--- config.mk ---
export PLATFORM = sky130hd
export DESIGN_NAME = quickq_cmd_frontend_flat
export DESIGN_NICKNAME = d
export VERILOG_FILES = /design/src/rtl/quickq_cmd_frontend_if.sv /design/src/rtl/quickq_cmd_frontend.sv /design/src/flat_wrapper.sv
export SDC_FILE = /design/constraint.sdc
export NUM_CORES = 1
export LEC_CHECK = 0
export BUFFER_PORTS_ARGS = -buffer_cell sky130_fd_sc_hd__buf_2
export CAP_MARGIN = 15
export CORE_MARGIN = 10
export CORE_UTILIZATION = 40
export DETAILED_ROUTE_END_ITERATION = 10
export GPL_TIMING_DRIVEN = 0
export HOLD_SLACK_MARGIN = 0.02
export PLACE_DENSITY = 0.63
export SKIP_LAST_GASP = 1
export SYNTH_ARGS = -nofsm -noshare
export SYNTH_HDL_FRONTEND = slang
export SYNTH_SLANG_ARGS = --single-unit
--- constraint.sdc ---
create_clock -name clk -period 2.5 [get_ports clk]
set_input_delay 0.25 -clock clk [delete_from_list [all_inputs] [get_ports clk]]
set_output_delay 0.25 -clock clk [all_outputs]
set_load 0.005 [all_outputs]
--- src/rtl/quickq_cmd_frontend_if.sv ---
// rtl/quickq_cmd_frontend_if.sv - host/controller signal bundle for the QuickQ command front-end
//
// Purpose: groups the host command/response handshake, the control-FSM strobe
//          and completion signals, and the occupancy status into one bundle.
// Modports:
//   slave  - the front-end itself (takes commands, drives strobes/responses)
//   master - the environment (host plus QuickQ control FSM)
// Signals:
//   s_valid/s_ready/s_op/s_data   host command channel (s_op 0=enq, 1=deq)
//   r_valid/r_ready/r_data/r_err  host response channel
//   q_enq/q_deq/q_din             strobes and enqueue value to control FSM
//   q_done/q_dout                 completion pulse and dequeued value
//   occupancy/q_full/q_empty      QuickQ fill level
//   fault                         sticky timeout indicator
interface quickq_cmd_frontend_if #(
  parameter int DATA_W     = 32,
  parameter int Q_CAPACITY = 64
);
  localparam int OCC_W = $clog2(Q_CAPACITY + 1);

  logic              s_valid;
  logic              s_ready;
  logic              s_op;
  logic [DATA_W-1:0] s_data;
  logic              r_valid;
  logic              r_ready;
  logic [DATA_W-1:0] r_data;
  logic              r_err;
  logic              q_enq;
  logic              q_deq;
  logic [DATA_W-1:0] q_din;
  logic              q_done;
  logic [DATA_W-1:0] q_dout;
  logic [OCC_W-1:0]  occupancy;
  logic              q_full;
  logic              q_empty;
  logic              fault;

  modport slave (
    input  s_valid, s_op, s_data, r_ready, q_done, q_dout,
    output s_ready, r_valid, r_data, r_err, q_enq, q_deq, q_din,
           occupancy, q_full, q_empty, fault
  );

  modport master (
    output s_valid, s_op, s_data, r_ready, q_done, q_dout,
    input  s_ready, r_valid, r_data, r_err, q_enq, q_deq, q_din,
           occupancy, q_full, q_empty, fault
  );
endinterface

--- src/rtl/quickq_cmd_frontend.sv ---
// rtl/quickq_cmd_frontend.sv - command FIFO and single-op sequencer in front of the QuickQ control FSM
//
// Purpose: buffers host enqueue/dequeue commands, issues them one at a time to
//          the QuickQ control FSM as one-cycle strobes, waits for completion
//          (with timeout) and returns exactly one response per command.
//          Commands that would overflow/underflow QuickQ are rejected locally.
// Ports:
//   clk    - clock, rising edge
//   rst_n  - asynchronous active-low reset
//   bus    - quickq_cmd_frontend_if.slave (command, response, strobe, status)
module quickq_cmd_frontend #(
  parameter int DATA_W     = 32,
  parameter int CMD_DEPTH  = 4,
  parameter int Q_CAPACITY = 64,
  parameter int DONE_TMO   = 1024
) (
  input logic                  clk,
  input logic                  rst_n,
  quickq_cmd_frontend_if.slave bus
);

  localparam int OCC_W = $clog2(Q_CAPACITY + 1);
  localparam int PTR_W = $clog2(CMD_DEPTH);
  localparam int TMO_W = (DONE_TMO > 2) ? $clog2(DONE_TMO) : 1;

  localparam logic [PTR_W:0]   PTR_ONE  = 1;
  localparam logic [OCC_W-1:0] OCC_ONE  = 1;
  localparam logic [OCC_W-1:0] OCC_MAX  = OCC_W'(Q_CAPACITY);
  localparam logic [TMO_W-1:0] TMO_ONE  = 1;
  localparam logic [TMO_W-1:0] TMO_LAST = TMO_W'(DONE_TMO - 1);

  typedef enum logic [1:0] {
    ST_IDLE,
    ST_ISSUE,
    ST_WAIT,
    ST_RESP
  } state_t;

  // ---------------------------------------------------------------------------
  // Command FIFO: {op, data} entries; pointers carry one extra wrap bit so
  // full and empty are distinguishable without a separate counter.
  // ---------------------------------------------------------------------------
  logic [DATA_W:0]   fifo_mem [CMD_DEPTH];
  logic [PTR_W:0]    wr_ptr_q, wr_ptr_d;
  logic [PTR_W:0]    rd_ptr_q, rd_ptr_d;
  logic              fifo_empty;
  logic              fifo_full;
  logic              push;
  logic              pop;
  logic              head_op;
  logic [DATA_W-1:0] head_data;

  state_t            state_q;

  assign fifo_empty = (wr_ptr_q == rd_ptr_q);
  assign fifo_full  = (wr_ptr_q[PTR_W] != rd_ptr_q[PTR_W]) &&
                      (wr_ptr_q[PTR_W-1:0] == rd_ptr_q[PTR_W-1:0]);
  assign push       = bus.s_valid && !fifo_full;
  // The head is consumed in every IDLE cycle it exists, whether it is issued
  // or rejected, so the FIFO never stalls behind an illegal command.
  assign pop        = (state_q == ST_IDLE) && !fifo_empty;

  assign {head_op, head_data} = fifo_mem[rd_ptr_q[PTR_W-1:0]];

  always_comb begin
    wr_ptr_d = wr_ptr_q;
    rd_ptr_d = rd_ptr_q;
    if (push) wr_ptr_d = wr_ptr_q + PTR_ONE;
    if (pop)  rd_ptr_d = rd_ptr_q + PTR_ONE;
  end

  always_ff @(posedge clk or negedge rst_n) begin
    if (!rst_n) begin
      wr_ptr_q <= '0;
      rd_ptr_q <= '0;
    end else begin
      wr_ptr_q <= wr_ptr_d;
      rd_ptr_q <= rd_ptr_d;
    end
  end

  // Storage needs no reset: pointers alone define which entries are live.
  always_ff @(posedge clk) begin
    if (push) fifo_mem[wr_ptr_q[PTR_W-1:0]] <= {bus.s_op, bus.s_data};
  end

  // ---------------------------------------------------------------------------
  // Sequencer FSM with registered outputs
  // ---------------------------------------------------------------------------
  logic              op_q;       // 1 = dequeue
  logic              q_enq_q;
  logic              q_deq_q;
  logic [DATA_W-1:0] q_din_q;
  logic              r_valid_q;
  logic [DATA_W-1:0] r_data_q;
  logic              r_err_q;
  logic [OCC_W-1:0]  occ_q;
  logic              fault_q;
  logic [TMO_W-1:0]  tmo_q;
  logic              q_full;
  logic              q_empty;

  assign q_full  = (occ_q == OCC_MAX);
  assign q_empty = (occ_q == '0);

  always_ff @(posedge clk or negedge rst_n) begin
    if (!rst_n) begin
      state_q   <= ST_IDLE;
      op_q      <= 1'b0;
      q_enq_q   <= 1'b0;
      q_deq_q   <= 1'b0;
      q_din_q   <= '0;
      r_valid_q <= 1'b0;
      r_data_q  <= '0;
      r_err_q   <= 1'b0;
      occ_q     <= '0;
      fault_q   <= 1'b0;
      tmo_q     <= '0;
    end else begin
      case (state_q)
        ST_IDLE: begin
          if (!fifo_empty) begin
            op_q <= head_op;
            if (head_op ? q_empty : q_full) begin
              // Illegal against current occupancy: answer without a strobe.
              r_valid_q <= 1'b1;
              r_err_q   <= 1'b1;
              r_data_q  <= '0;
              state_q   <= ST_RESP;
            end else begin
              q_enq_q <= !head_op;
              q_deq_q <= head_op;
              q_din_q <= head_op ? '0 : head_data;
              state_q <= ST_ISSUE;
            end
          end
        end

        ST_ISSUE: begin
          q_enq_q <= 1'b0;
          q_deq_q <= 1'b0;
          tmo_q   <= '0;
          state_q <= ST_WAIT;
        end

        ST_WAIT: begin
          if (bus.q_done) begin
            if (op_q) begin
              occ_q    <= occ_q - OCC_ONE;
              r_data_q <= bus.q_dout;
            end else begin
              occ_q    <= occ_q + OCC_ONE;
              r_data_q <= '0;
            end
            r_err_q   <= 1'b0;
            r_valid_q <= 1'b1;
            q_din_q   <= '0;
            state_q   <= ST_RESP;
          end else if (tmo_q == TMO_LAST) begin
            // Controller presumed hung; occupancy is left as it was.
            r_err_q   <= 1'b1;
            r_data_q  <= '0;
            r_valid_q <= 1'b1;
            fault_q   <= 1'b1;
            q_din_q   <= '0;
            state_q   <= ST_RESP;
          end else begin
            tmo_q <= tmo_q + TMO_ONE;
          end
        end

        ST_RESP: begin
          if (bus.r_ready) begin
            r_valid_q <= 1'b0;
            r_err_q   <= 1'b0;
            r_data_q  <= '0;
            state_q   <= ST_IDLE;
          end
        end

        default: state_q <= ST_IDLE;
      endcase
    end
  end

  assign bus.s_ready   = !fifo_full;
  assign bus.r_valid   = r_valid_q;
  assign bus.r_data    = r_data_q;
  assign bus.r_err     = r_err_q;
  assign bus.q_enq     = q_enq_q;
  assign bus.q_deq     = q_deq_q;
  assign bus.q_din     = q_din_q;
  assign bus.occupancy = occ_q;
  assign bus.q_full    = q_full;
  assign bus.q_empty   = q_empty;
  assign bus.fault     = fault_q;

endmodule

--- src/flat_wrapper.sv ---
// flat-port wrapper written by rule: the top's interface ports become plain ports
module quickq_cmd_frontend_flat 
#(
  parameter int DATA_W     = 32,
  parameter int CMD_DEPTH  = 4,
  parameter int Q_CAPACITY = 64,
  parameter int DONE_TMO   = 1024
)
  (clk, rst_n, bus_s_valid, bus_s_op, bus_s_data, bus_r_ready, bus_q_done, bus_q_dout, bus_s_ready, bus_r_valid, bus_r_data, bus_r_err, bus_q_enq, bus_q_deq, bus_q_din, bus_occupancy, bus_q_full, bus_q_empty, bus_fault);
  quickq_cmd_frontend_if #(.DATA_W(DATA_W), .Q_CAPACITY(Q_CAPACITY)) bus_i ();
  input logic clk;
  input logic rst_n;
  input wire logic [$bits(bus_i.s_valid)-1:0] bus_s_valid;
  input wire logic [$bits(bus_i.s_op)-1:0] bus_s_op;
  input wire logic [$bits(bus_i.s_data)-1:0] bus_s_data;
  input wire logic [$bits(bus_i.r_ready)-1:0] bus_r_ready;
  input wire logic [$bits(bus_i.q_done)-1:0] bus_q_done;
  input wire logic [$bits(bus_i.q_dout)-1:0] bus_q_dout;
  output wire logic [$bits(bus_i.s_ready)-1:0] bus_s_ready;
  output wire logic [$bits(bus_i.r_valid)-1:0] bus_r_valid;
  output wire logic [$bits(bus_i.r_data)-1:0] bus_r_data;
  output wire logic [$bits(bus_i.r_err)-1:0] bus_r_err;
  output wire logic [$bits(bus_i.q_enq)-1:0] bus_q_enq;
  output wire logic [$bits(bus_i.q_deq)-1:0] bus_q_deq;
  output wire logic [$bits(bus_i.q_din)-1:0] bus_q_din;
  output wire logic [$bits(bus_i.occupancy)-1:0] bus_occupancy;
  output wire logic [$bits(bus_i.q_full)-1:0] bus_q_full;
  output wire logic [$bits(bus_i.q_empty)-1:0] bus_q_empty;
  output wire logic [$bits(bus_i.fault)-1:0] bus_fault;
  assign bus_i.s_valid = bus_s_valid;
  assign bus_i.s_op = bus_s_op;
  assign bus_i.s_data = bus_s_data;
  assign bus_i.r_ready = bus_r_ready;
  assign bus_i.q_done = bus_q_done;
  assign bus_i.q_dout = bus_q_dout;
  assign bus_s_ready = bus_i.s_ready;
  assign bus_r_valid = bus_i.r_valid;
  assign bus_r_data = bus_i.r_data;
  assign bus_r_err = bus_i.r_err;
  assign bus_q_enq = bus_i.q_enq;
  assign bus_q_deq = bus_i.q_deq;
  assign bus_q_din = bus_i.q_din;
  assign bus_occupancy = bus_i.occupancy;
  assign bus_q_full = bus_i.q_full;
  assign bus_q_empty = bus_i.q_empty;
  assign bus_fault = bus_i.fault;
  quickq_cmd_frontend #(.DATA_W(DATA_W), .CMD_DEPTH(CMD_DEPTH), .Q_CAPACITY(Q_CAPACITY), .DONE_TMO(DONE_TMO)) u_core (.clk(clk), .rst_n(rst_n), .bus(bus_i));
endmodule
==> summary.txt, run 1 <==
Power
  • Power after layout: roughly 14,000 uW
  • Clock network fraction of design power: between 20% and 30%
  • P_sw: 4600 uW
  • Leakage power: between 0.004 and 0.005 uW
  • Sequential Power Share: between 30 and 40%
  • P per Cell Area: 1160 nW/um^2
  • Switching Share: 33.4%
  • Max IR drop VDD: between 0.0007 and 0.0008 V
  • P_int: between 9000 and 10,000 uW
  • Logic gate share of total power: 35.5%

Critical path
  • Worst setup EP type: register
  • FF-to-FF End: u_core.bus.r_err
  • Reg2reg start: u_core.tmo_q[0]
  • CP Data Required Time: roughly 2.9 ns
  • Startpoint types: register
  • Worst EP arrival: approximately 2.8 ns
  • R2r setup slk: roughly 0.097 ns
  • Worst-path fanout max: 8
  • Crit path kind: reg -> reg
  • R2R depth: 7

STA
  • Fin. Hold Viols: 0
  • Pins Over Slew Limit: 0
  • Slew margin rel.: roughly two fifths
  • Worst Tran Pin Value: slightly above 0.9 ns
  • Max Clk Rate: between 0.4 and 0.5 GHz
  • Final hold slack: 0.118 ns
  • Clock skew: ~0.015 ns
  • Final setup viols: 0
  • Period utilization: between 90% and 100%
  • Minimum clock period: roughly 2.4 ns

Cells and area
  • Area taken by multi-input logic gates: between 2000 and 3000 sq um
  • Layout area overhead: 30.1%
  • Post-route insts no fill: ~1,100
  • Final Core Density: approximately 53%
  • Final instance area: 11,900 sq um
  • Layout cells sized above 1: ~30%
  • Filler cell count: ~1,900
  • FF+latch area: about 6300 sq um
  • # nets final: 922

Synthesis
  • Largest family of logic cells by synthesized area: compound AO/OA/AOI/OAI gates
  • Synth top cells by count: 132 x edfxtp_1, 95 x dfrtp_1, 50 x nand2_1
  • Synthesized Nets: 676
  • Post-synthesis xor/xnor area fraction: 2.05%
  • Number of synthesized register bits: around 230
  • Mapped cell area: between 9000 and 10,000 sq um
  • Synth area leader: edfxtp_1
  • Synth Flop Type: edfxtp_1
  • Most numerous cell in the Yosys netlist: edfxtp_1
  • Top-area cell type share of the netlist area: 43.2%
  • Synth Instances: about 590
  • Syn. warnings: 0
  • Avg Inst Size Synth: ~16 sq um
  • Number of enable flip-flop cells after synthesis: approximately 130
  • Post-Synth Simple-Gate Area: under 10%
  • Complex-gate fraction of the synthesized area: between 10% and 20%
  • Asr flop ratio synth: about two fifths
  • Seq/Total Area, Yosys: just under 70%
  • Adder-cell share of the synthesized area: 2.40%
  • Mux contribution to synthesized area: between 8 and 9%
  • Largest cells by area after synthesis: edfxtp_1 43%, dfrtp_1 26%, mux4_2 8.1%, a22o_1 3.2%, o21ai_0 2.4%
  • Post-synth cell types: 52

Drt
  • Vias per inst: roughly 5.2
  • Iter 0 DRT Violations: around 420
  • Drt wl/cell: roughly 19 um
  • Via count: between 5,000 and 6,000
  • Drt drc: 0
  • DRT Pass-1 Iters: 4
  • Post-route ant nets: 0
  • WL final: ~22,000 um

CTS
  • Root buf cell: clkbuf_16
  • Maximum clock path buffer count: 3
  • CTS Buf Count: 25
  • CTS H-tree lvls: 1
  • Clk_lat worst skew: 0.52 ns
  • CTS tree: yes
  • Clock Pin Slew Worst Setup and Hold Paths: ~0.06 ns
  • Clock Sink Count: around 230

Floorplan
  • Chip height: about 170 um
  • Die width: around 170 um
  • Core ar.: roughly 23,000 sq um
  • Die Area: 29,400 sq um
  • Rows: between 50 and 60
  • I/O pin cnt: ~150
  • Initial Util: between 40% and 50%

Global routing
  • Grt ovf: 0
  • Largest net degree at the start of global routing: just under 60
  • First-pass GRT wire length: 34,700 um
  • GRT Overall Usage: between 10 and 15%
  • Initial antenna violation count: 1
  • Vias in the first global route: between 6,000 and 7,000

Hold path
  • Hold Path Depth: 3
  • Hold Path End: u_core.bus.fault
  • HP Class: in -> reg
  • Worst Hold Launch: bus_q_done

Placed design
  • Placed cell count: 1,027
  • Detailed Place HPWL: around 14,000 um
  • Area post-placement: about 10,000 sq um
  • Port bufs: 148
  • GP Congestion: roughly 0.79

Outcome
  • Status: finished, final reports clean

Run
  • MaxCap Viol Count: 0
## worst max-delay path by stage
stage | endpoint | slack, ns | startpoint | depth (start not counted)
4_1_cts | u_core.bus.q_din[15] | 0.02 | u_core.rd_ptr_q[1] | 7
5_1_grt | u_core.bus.r_data[29] | -0.003 | u_core.rd_ptr_q[0] | 7
2_1_floorplan | u_core.fifo_mem[3][0] | 0.08 | u_core.rd_ptr_q[1] | 5
3_3_place_gp | u_core.fifo_mem[3][2] | -0.74 | u_core.rd_ptr_q[1] | 5
3_5_place_dp | u_core.bus.q_din[27] | -0.21 | u_core.rd_ptr_q[0] | 6
6_report | u_core.bus.r_err | 0.1 | u_core.tmo_q[0] | 7
## cell type report
type,instances,share of cell area [%]
Antenna cell,2,0.0420
Tap cell,285,2.99
Multi-Input combinational cell,322,22.5
Clock buffer,37,5.87
Sequential cell,227,53.2
Clock inverter,9,0.944
Buffer,30,1.37
Timing Repair Buffer,219,12.8
Inverter,10,0.315
## logic make-up (layout without fill, tap and decap cells)
kind of cell / count (synthesis) / in the layout
fa+ha+maj: 17 / 17
buf+inv: 40 / 305
compound gates: 144 / 144
xor+xnor: 18 / 18
mux: 37 / 37
flops: 227 / 227
simple gates: 106 / 106
other cells: 0 / 2
## state kept, by name, summed over array words and instances, names as in the netlist
name / count
u_core.fifo_mem: 132
u_core.bus.q_din: 32
u_core.bus.r_data: 32
u_core.tmo_q: 10
u_core.bus.occupancy: 7
u_core.rd_ptr_q: 3
u_core.wr_ptr_q: 3
u_core.state_q: 2
u_core.bus.fault: 1
u_core.bus.q_deq: 1
u_core.bus.q_enq: 1
u_core.bus.r_err: 1
u_core.bus.r_valid: 1
u_core.op_q: 1
## stage by stage
stage	worst slack, ns	setup TNS (ns)
floorplan	0.0817	0
global placement	-0.740	-97.18
detailed placement	-0.212	-5.56
CTS	0.0170	0
global route	-0.00275	-0.00275
finish	0.0967	0
## timing repair
action	in CTS	in global routing
buffers inserted	0	0
setup endpoints to repair	44	134
hold endpoints to repair	202	0
resized for setup	5	12
hold buffers	66	0
## power groups by stage
stage	combinational (uW)	sequential (uW)	clock [uW]
after floorplan	3150	5320	0
after global placement	4560	5390	0
after detailed placement	4760	5370	0
after CTS	4890	5310	3680
after global routing	5410	5400	3840
final	4890	5310	3580
## cell usage in the layout (no fill, tap or decap), types with 5 or more instances in the layout
| cell type | synthesis | routed |
|---|---|---|
| clkbuf_16 | 0 | 25 |
| edfxtp_1 | 132 | 132 |
| clkinv_2 | 0 | 5 |
| o21ai_0 | 44 | 44 |
| clkbuf_1 | 19 | 24 |
| nand2_1 | 50 | 50 |
| nor2_1 | 18 | 18 |
| o21ai_1 | 33 | 33 |
| xor2_1 | 7 | 7 |
| xnor2_1 | 7 | 7 |
| mux4_2 | 33 | 33 |
| buf_6 | 5 | 5 |
| dfrtp_1 | 95 | 95 |
| a21oi_1 | 12 | 11 |
| dlygate4sd3_1 | 0 | 66 |
| nor2b_1 | 5 | 5 |
| inv_1 | 10 | 10 |
| a21o_1 | 5 | 5 |
| buf_2 | 4 | 151 |
| ha_1 | 16 | 16 |
| a22o_1 | 33 | 33 |
## metal layers
| layer | part of all wire [%] | track usage [%] |
|---|---|---|
| met1 | 43 | 18.8 |
| met2 | 47 | 24.3 |
| met3 | 7.8 | 4.26 |
| met4 | 1.7 | 3.14 |
| met5 | 0 | 0 |
## worst max-delay path, stage by stage (launching register included)
cell and delay [ns]:
dfrtp_1 0.40, ha_1 0.22, and4_4 0.25, a41oi_4 0.18, a2111o_1 0.52, or2_1 0.28, buf_6 0.14, mux2_4 0.29
Power figures use the tool's default switching activity.
==> inputs of run 2 (changes only) <==
--- a/config.mk
+++ b/config.mk
@@ -12,7 +12,7 @@
 export DETAILED_ROUTE_END_ITERATION = 10
 export GPL_TIMING_DRIVEN = 0
 export HOLD_SLACK_MARGIN = 0.02
-export PLACE_DENSITY = 0.63
+export PLACE_DENSITY_LB_ADDON = 0.15
 export SKIP_LAST_GASP = 1
 export SYNTH_ARGS = -nofsm -noshare
 export SYNTH_HDL_FRONTEND = slang
==> run 2 against run 1 <==
  * Clock-buffer cell count shrank 1
  * Clock skew fell by 0.0054 ns
  * Cell count about the same
  * Critical path depth up 1
  * First-iteration DRC count down 17%
  * Clock power rose by 7.0%
==> summary.txt, run 2 (same netlist as run 1, synthesis figures left out) <==
Floorplan
  • Initial Util: 40.6% (unchanged)
  • Die width: 171 um (unchanged)
  • Rows: 55 (unchanged)
  • Die Area: 29,400 sq um (unchanged)
  • I/O pin cnt: 149 (unchanged)
  • Chip height: 171 um (unchanged)
  • Core ar.: 22,600 sq um (unchanged)

STA
  • Final critical-path setup slack: 0.0940 ns (was 0.0967 ns)
  • Pins Over Slew Limit: 0 (unchanged)
  • Total negative slack: 0 ns (unchanged)
  • Worst Tran Pin Value: 0.942 ns (was 0.909 ns)
  • Fin. Hold Viols: 0 (unchanged)
  • RSZ-0062 raised after global routing: true
  • Clock skew: 0.00914 ns (was 0.0146 ns)
  • Slew margin rel.: 37.2% (was 39.4%)
  • Max Clk Rate: 0.416 GHz (about the same)
  • Final setup viols: 0 (unchanged)
  • Period utilization: 96.2% (was 96.1%)
  • Minimum clock period: 2.41 ns (was 2.40 ns)

Placed design
  • GP Congestion: 0.814 (was 0.791)
  • Placed cell count: 1,027 (unchanged)
  • Dpl ws: -0.157 ns (was -0.212 ns)
  • Detailed Place HPWL: 14,400 um (was 14,200 um)
  • Port bufs: 148 (unchanged)

CTS
  • CTS H-tree lvls: 1 (unchanged)
  • Clock Pin Slew Worst Setup and Hold Paths: 0.06 ns (about the same)
  • Root buf cell: clkbuf_16 (unchanged)
  • CTS tree: yes (unchanged)
  • Clk_lat worst skew: 0.53 ns (was 0.52 ns)
  • Post-CTS Setup Bufs: 0 (unchanged)
  • CTS Buf Count: 25 (unchanged)
  • Clock Sink Count: 227 (unchanged)
  • Maximum clock path buffer count: 3 (unchanged)

Global routing
  • Vias in the first global route: 6,399 (was 6,343)
  • First-pass GRT wire length: 35,100 um (was 34,700 um)
  • GRT Overall Usage: 15.0% (was 14.7%)
  • Largest net degree at the start of global routing: 54 (was 58)
  • Initial antenna violation count: 1 (unchanged)
  • Grt ovf: 0 (unchanged)

Drt
  • Vias per inst: 5.16 (was 5.18)
  • Via count: 5,878 (was 5,911)
  • Post-route ant nets: 0 (unchanged)
  • Drt wl/cell: 19.5 um (was 19.1 um)
  • DRT Pass-1 Iters: 5 (was 4)
  • WL final: 22,300 um (was 21,800 um)
  • Drt drc: 0 (unchanged)
  • Iter 0 DRT Violations: 346 (was 415)

Critical path
  • Critical path's slowest cell: a2111o_1 (unchanged)
  • Top Family by Delay on Critical Path: compound AO/OA/AOI/OAI gates (unchanged)
  • Slowest stage delay, CP: 0.51 ns (was 0.52 ns)
  • Worst path most repeated cell: buf_6
  • CP Buf/Inv Count: 2 (was 1)
  • Crit path kind: reg -> reg (unchanged)
  • Worst EP arrival: 2.84 ns (was 2.80 ns)
  • Worst-path fanout max: 10 (was 8)
  • Startpoint types: register (unchanged)
  • R2r setup slk: 0.09 ns (was 0.1 ns)
  • Worst setup EP type: register (unchanged)
  • FF-to-FF End: u_core.bus.r_data[5] (was u_core.bus.r_err)
  • R2R depth: 8 (was 7)
  • CP Data Required Time: 2.94 ns (was 2.89 ns)
  • Cell breakdown of the critical path: ha_1 > and4_4 > a41oi_4 > a2111o_1 > or2_1 > buf_6 > buf_6 > o21ai_1 (was ha_1 > and4_4 > a41oi_4 > a2111o_1 > or2_1 > buf_6 > mux2_4)
  • Reg2reg start: u_core.tmo_q[0] (unchanged)

Cells and area
  • Post-route insts no fill: 1,140 (was 1,141)
  • Most common cell after layout, fill and taps aside: buf_2 (unchanged)
  • # nets final: 922 (unchanged)
  • Max reg flops: 132 (unchanged)
  • Layout cells sized above 1: 30.2% (was 29.9%)
  • Final Core Density: 53.0% (was 52.8%)
  • Most frequent cells in the layout: 151 x buf_2, 132 x edfxtp_1, 95 x dfrtp_1, 66 x dlygate4sd3_1, 50 x nand2_1 (unchanged)
  • Layout area overhead: 30.4% (was 30.1%)
  • Filler cell count: 1,856 (was 1,877)

Power
  • P per Cell Area: 1170 nW/um^2 (was 1160 nW/um^2)
  • Max IR drop VDD: 0.000612 V (was 0.000729 V)
  • Leakage power: 0.00495 uW (was 0.00492 uW)

Hold path
  • Worst Hold Launch: bus_q_done (unchanged)
  • HP Class: in -> reg (unchanged)
  • Hold Path Depth: 3 (unchanged)
  • Hold Path End: u_core.bus.fault (unchanged)

Outcome
  • Status: finished, final reports clean (unchanged)

Run
  • MaxCap Viol Count: 0 (unchanged)
==> run 2: cell count changes in the layout (fill, tap and decap cells not counted), sizes merged <==
cell and delta:
bufinv +1, clkbuf -1, inv +1, clkinvlp -1, diode -1
==> run 2: where the power goes <==
group / total, uW / internal [uW] / switching, uW
sequential: 5310 / 4910 / 402
combinational: 4840 / 2100 / 2750
clock: 3830 / 2340 / 1490
total: 14000 / 9350 / 4640
==> run 2: layout make-up <==
class	count	area (sq um)	share of cell area [%]
Inverter	10	37.5	0.314
Buffer	30	168	1.40
Tap cell	285	357	2.98
Clock buffer	36	727	6.08
Multi-Input combinational cell	322	2670	22.4
Sequential cell	227	6340	53.0
Antenna cell	1	2.50	0.0209
Clock inverter	10	144	1.20
Timing Repair Buffer	219	1510	12.6
==> run 2: worst max path at each step <==
stage | from | end | slack (ns) | cells past startpoint
after global placement | u_core.rd_ptr_q[1] | u_core.fifo_mem[3][7] | -0.82 | 5
after floorplan | u_core.rd_ptr_q[1] | u_core.fifo_mem[3][0] | 0.08 | 5
after CTS | u_core.rd_ptr_q[0] | u_core.bus.q_din[24] | 0.06 | 6
after global routing | u_core.rd_ptr_q[0] | u_core.bus.r_err | -0.05 | 7
final | u_core.tmo_q[0] | u_core.bus.r_data[5] | 0.09 | 8
after detailed placement | u_core.rd_ptr_q[1] | u_core.bus.q_din[24] | -0.16 | 7
==> run 2: tightest hold or removal path: cells and delay by family <==
family / cells / cell delay (ns)
compound gates: 1 / 0.15
buf+inv: 2 / 0.19
==> run 2: metal layers <==
layer  up-vias  part of all wire [%]  GRT usage [%]
li1       2739                     -              -
met1      2942                    43           18.7
met2       169                    48           25.1
met3        28                   6.7           4.19
met4         0                   1.7           3.74
met5         -                     0              0
==> run 2: what timing repair did <==
action | in CTS | in global routing
endpoints found under the setup margin | 61 | 103
hold buffers | 66 | 0
gates resized for setup | 4 | 13
hold endpoints to repair | 206 | 0
==> run 2: stage by stage <==
step | power (uW) | cell area [sq um] | hold slack [ns]
final | 14000 | 12000 | 0.100
after global routing | 14900 | 12000 | 0.116
after global placement | 9890 | 10300 | 0.459
after floorplan | 8470 | 9170 | -0.0456
after detailed placement | 10100 | 10400 | 0.324
after CTS | 14100 | 11900 | 0.0862
==> inputs of run 3 (changes only) <==
--- a/config.mk
+++ b/config.mk
@@ -7,8 +7,8 @@
 export LEC_CHECK = 0
 export BUFFER_PORTS_ARGS = -buffer_cell sky130_fd_sc_hd__buf_2
 export CAP_MARGIN = 15
-export CORE_MARGIN = 10
-export CORE_UTILIZATION = 40
+export CORE_MARGIN = 2
+export CORE_UTILIZATION = 30
 export DETAILED_ROUTE_END_ITERATION = 10
 export GPL_TIMING_DRIVEN = 0
 export HOLD_SLACK_MARGIN = 0.02
==> run 3 against run 2 <==
  * First-iteration DRC count fell by 23%
  * Power decreased by 2.0%
  * Cell count up 9.9%
  * Combinational power is 1% higher
  * Critical path type unchanged
  * Clock-buffer cell count increased by 5
  * Sequential share of layout area fell by 0.32 points
  * Critical path depth down 1
  * Wire length decreased by 0.74%
  * Utilization shrank 13 points
==> summary.txt, run 3 (same netlist as run 1, synthesis figures left out) <==
CTS
  • Clk_lat worst skew: 0.54 ns (was 0.53 ns)
  • Maximum clock path buffer count: 3 (unchanged)
  • Post-CTS Setup Bufs: 0 (unchanged)
  • Clock Pin Slew Worst Setup and Hold Paths: 0.06 ns (about the same)
  • Root buf cell: clkbuf_16 (unchanged)
  • CTS H-tree lvls: 1 (unchanged)
  • CTS Buf Count: 26 (was 25)
  • CTS tree: yes (unchanged)
  • Clock Sink Count: 227 (unchanged)

STA
  • Fin. Hold Viols: 0 (unchanged)
  • Max Clk Rate: 0.418 GHz (was 0.416 GHz)
  • Slew margin rel.: 34.4% (was 37.2%)
  • Final critical-path setup slack: 0.108 ns (was 0.0940 ns)
  • Pins Over Slew Limit: 0 (unchanged)
  • Clock skew: 0.0203 ns (was 0.00914 ns)
  • Worst Tran Pin Value: 0.984 ns (was 0.942 ns)
  • Final setup viols: 0 (unchanged)
  • Final hold slack: 0.103 ns (was 0.100 ns)
  • Period utilization: 95.7% (was 96.2%)
  • RSZ-0062 raised after global routing: false (was true)
  • Minimum clock period: 2.39 ns (was 2.41 ns)

Cells and area
  • Layout area overhead: 31.2% (was 30.4%)
  • Layout cells sized above 1: 29.3% (was 30.2%)
  • Max reg flops: 132 (unchanged)
  • Most common cell after layout, fill and taps aside: buf_2 (unchanged)
  • Most frequent cells in the layout: 149 x buf_2, 132 x edfxtp_1, 95 x dfrtp_1, 66 x dlygate4sd3_1, 50 x nand2_1 (was 151 x buf_2, 132 x edfxtp_1, 95 x dfrtp_1, 66 x dlygate4sd3_1, 50 x nand2_1)
  • # nets final: 923 (was 922)
  • Final Core Density: 39.7% (was 53.0%)

Floorplan
  • I/O pin cnt: 149 (unchanged)
  • Die Area: 32,000 sq um (was 29,400 sq um)
  • Core ar.: 30,300 sq um (was 22,600 sq um)
  • Rows: 64 (was 55)
  • Chip height: 179 um (was 171 um)
  • Initial Util: 30.2% (was 40.6%)
  • Die width: 179 um (was 171 um)

Global routing
  • First-pass GRT wire length: 34,700 um (was 35,100 um)
  • Vias in the first global route: 6,428 (was 6,399)
  • Largest net degree at the start of global routing: 52 (was 54)
  • GRT Overall Usage: 14.0% (was 15.0%)
  • Grt ovf: 0 (unchanged)
  • Initial antenna violation count: 1 (unchanged)

Power
  • P per Cell Area: 1140 nW/um^2 (was 1170 nW/um^2)
  • Max IR drop VDD: 0.000579 V (was 0.000612 V)
  • Leakage power: 0.00490 uW (was 0.00495 uW)
  • Power after layout: 13,700 uW (was 14,000 uW)

Drt
  • Vias per inst: 4.71 (was 5.16)
  • Drt drc: 0 (unchanged)
  • WL final: 22,100 um (was 22,300 um)
  • Drt wl/cell: 17.6 um (was 19.5 um)
  • Via count: 5,897 (was 5,878)
  • DRT Pass-1 Iters: 4 (was 5)
  • Post-route ant nets: 0 (unchanged)
  • Iter 0 DRT Violations: 266 (was 346)

Critical path
  • Worst setup EP type: register (unchanged)
  • Worst-path fanout max: 8 (was 10)
  • CP Data Required Time: 2.91 ns (was 2.94 ns)
  • Crit path kind: reg -> reg (unchanged)
  • Worst EP arrival: 2.80 ns (was 2.84 ns)
  • Startpoint types: register (unchanged)

Placed design
  • Dpl ws: -0.194 ns (was -0.157 ns)
  • Port bufs: 148 (unchanged)
  • Detailed Place HPWL: 14,100 um (was 14,400 um)
  • GP Congestion: 0.785 (was 0.814)

Run
  • MaxCap Viol Count: 0 (unchanged)

Outcome
  • Status: finished, final reports clean (unchanged)

Hold path
  • HP Class: in -> reg (unchanged)
-- run 3: where the power goes --
part	switching, uW	internal (uW)
Sequential	396	4910
Combinational	2790	2110
Clock	1450	2050
-- run 3: area by class of cell --
| type | count | area [sq um] |
|---|---|---|
| fillers | 2878 | 18300 |
| flip-flops and latches | 227 | 6340 |
| multi-input cells | 322 | 2670 |
| repair buffers | 219 | 1510 |
| clock buffers | 41 | 747 |
| well taps | 396 | 495 |
| plain buffers | 30 | 170 |
| clock inverters | 7 | 56.3 |
| inverters | 10 | 37.5 |
| diodes | 1 | 2.50 |
-- run 3: path summary, 6_finish.rpt --
path | from | slack (ns) | cells after the start | end
hold / removal | bus_q_done | 0.10 | 3 | u_core.bus.fault
hold reg to reg | u_core.bus.fault | 0.47 | 1 | u_core.bus.fault
max in group asynchronous | rst_n | 1.46 | 3 | u_core.bus.q_din[31]
setup reg to reg | u_core.rd_ptr_q[1] | 0.11 | 7 | u_core.bus.r_err
setup / recovery | u_core.rd_ptr_q[1] | 0.11 | 7 | u_core.bus.r_err
min in group asynchronous | rst_n | 0.33 | 2 | u_core.bus.r_data[25]
-- run 3: stage by stage --
step	setup TNS (ns)	instance area, sq um	std cells
2_1_floorplan	0	9170	589
5_1_grt	0	12000	1253
3_3_place_gp	-128.59	10400	1133
6_report	0	12000	1253
4_1_cts	0	12000	1252
3_5_place_dp	-4.95	10500	1138
-- run 3: routing by layer --
metal | track usage (%) | vias to the layer above | share of wire [%]
li1 | - | 2744 | -
met2 | 24.2 | 173 | 48
met5 | 0 | - | 0
met3 | 3.16 | 37 | 6.4
met1 | 17.6 | 2943 | 43
met4 | 3.96 | 0 | 2.5
-- run 3: worst max-delay path, cell delays in order (launching register included) --
cell and delay (ns):
dfrtp_1 0.39, buf_4 0.19, xor2_2 0.29, nor3_2 0.13, a2111o_1 0.56, or2_1 0.28
buf_6 0.14, mux2_4 0.29
-- run 3: repair_timing --
item,in CTS,in global routing
setup endpoints to repair,62,133
gates resized for setup,5,9
hold buffers,66,0
endpoints found under the hold margin,214,0
pin swaps,0,1
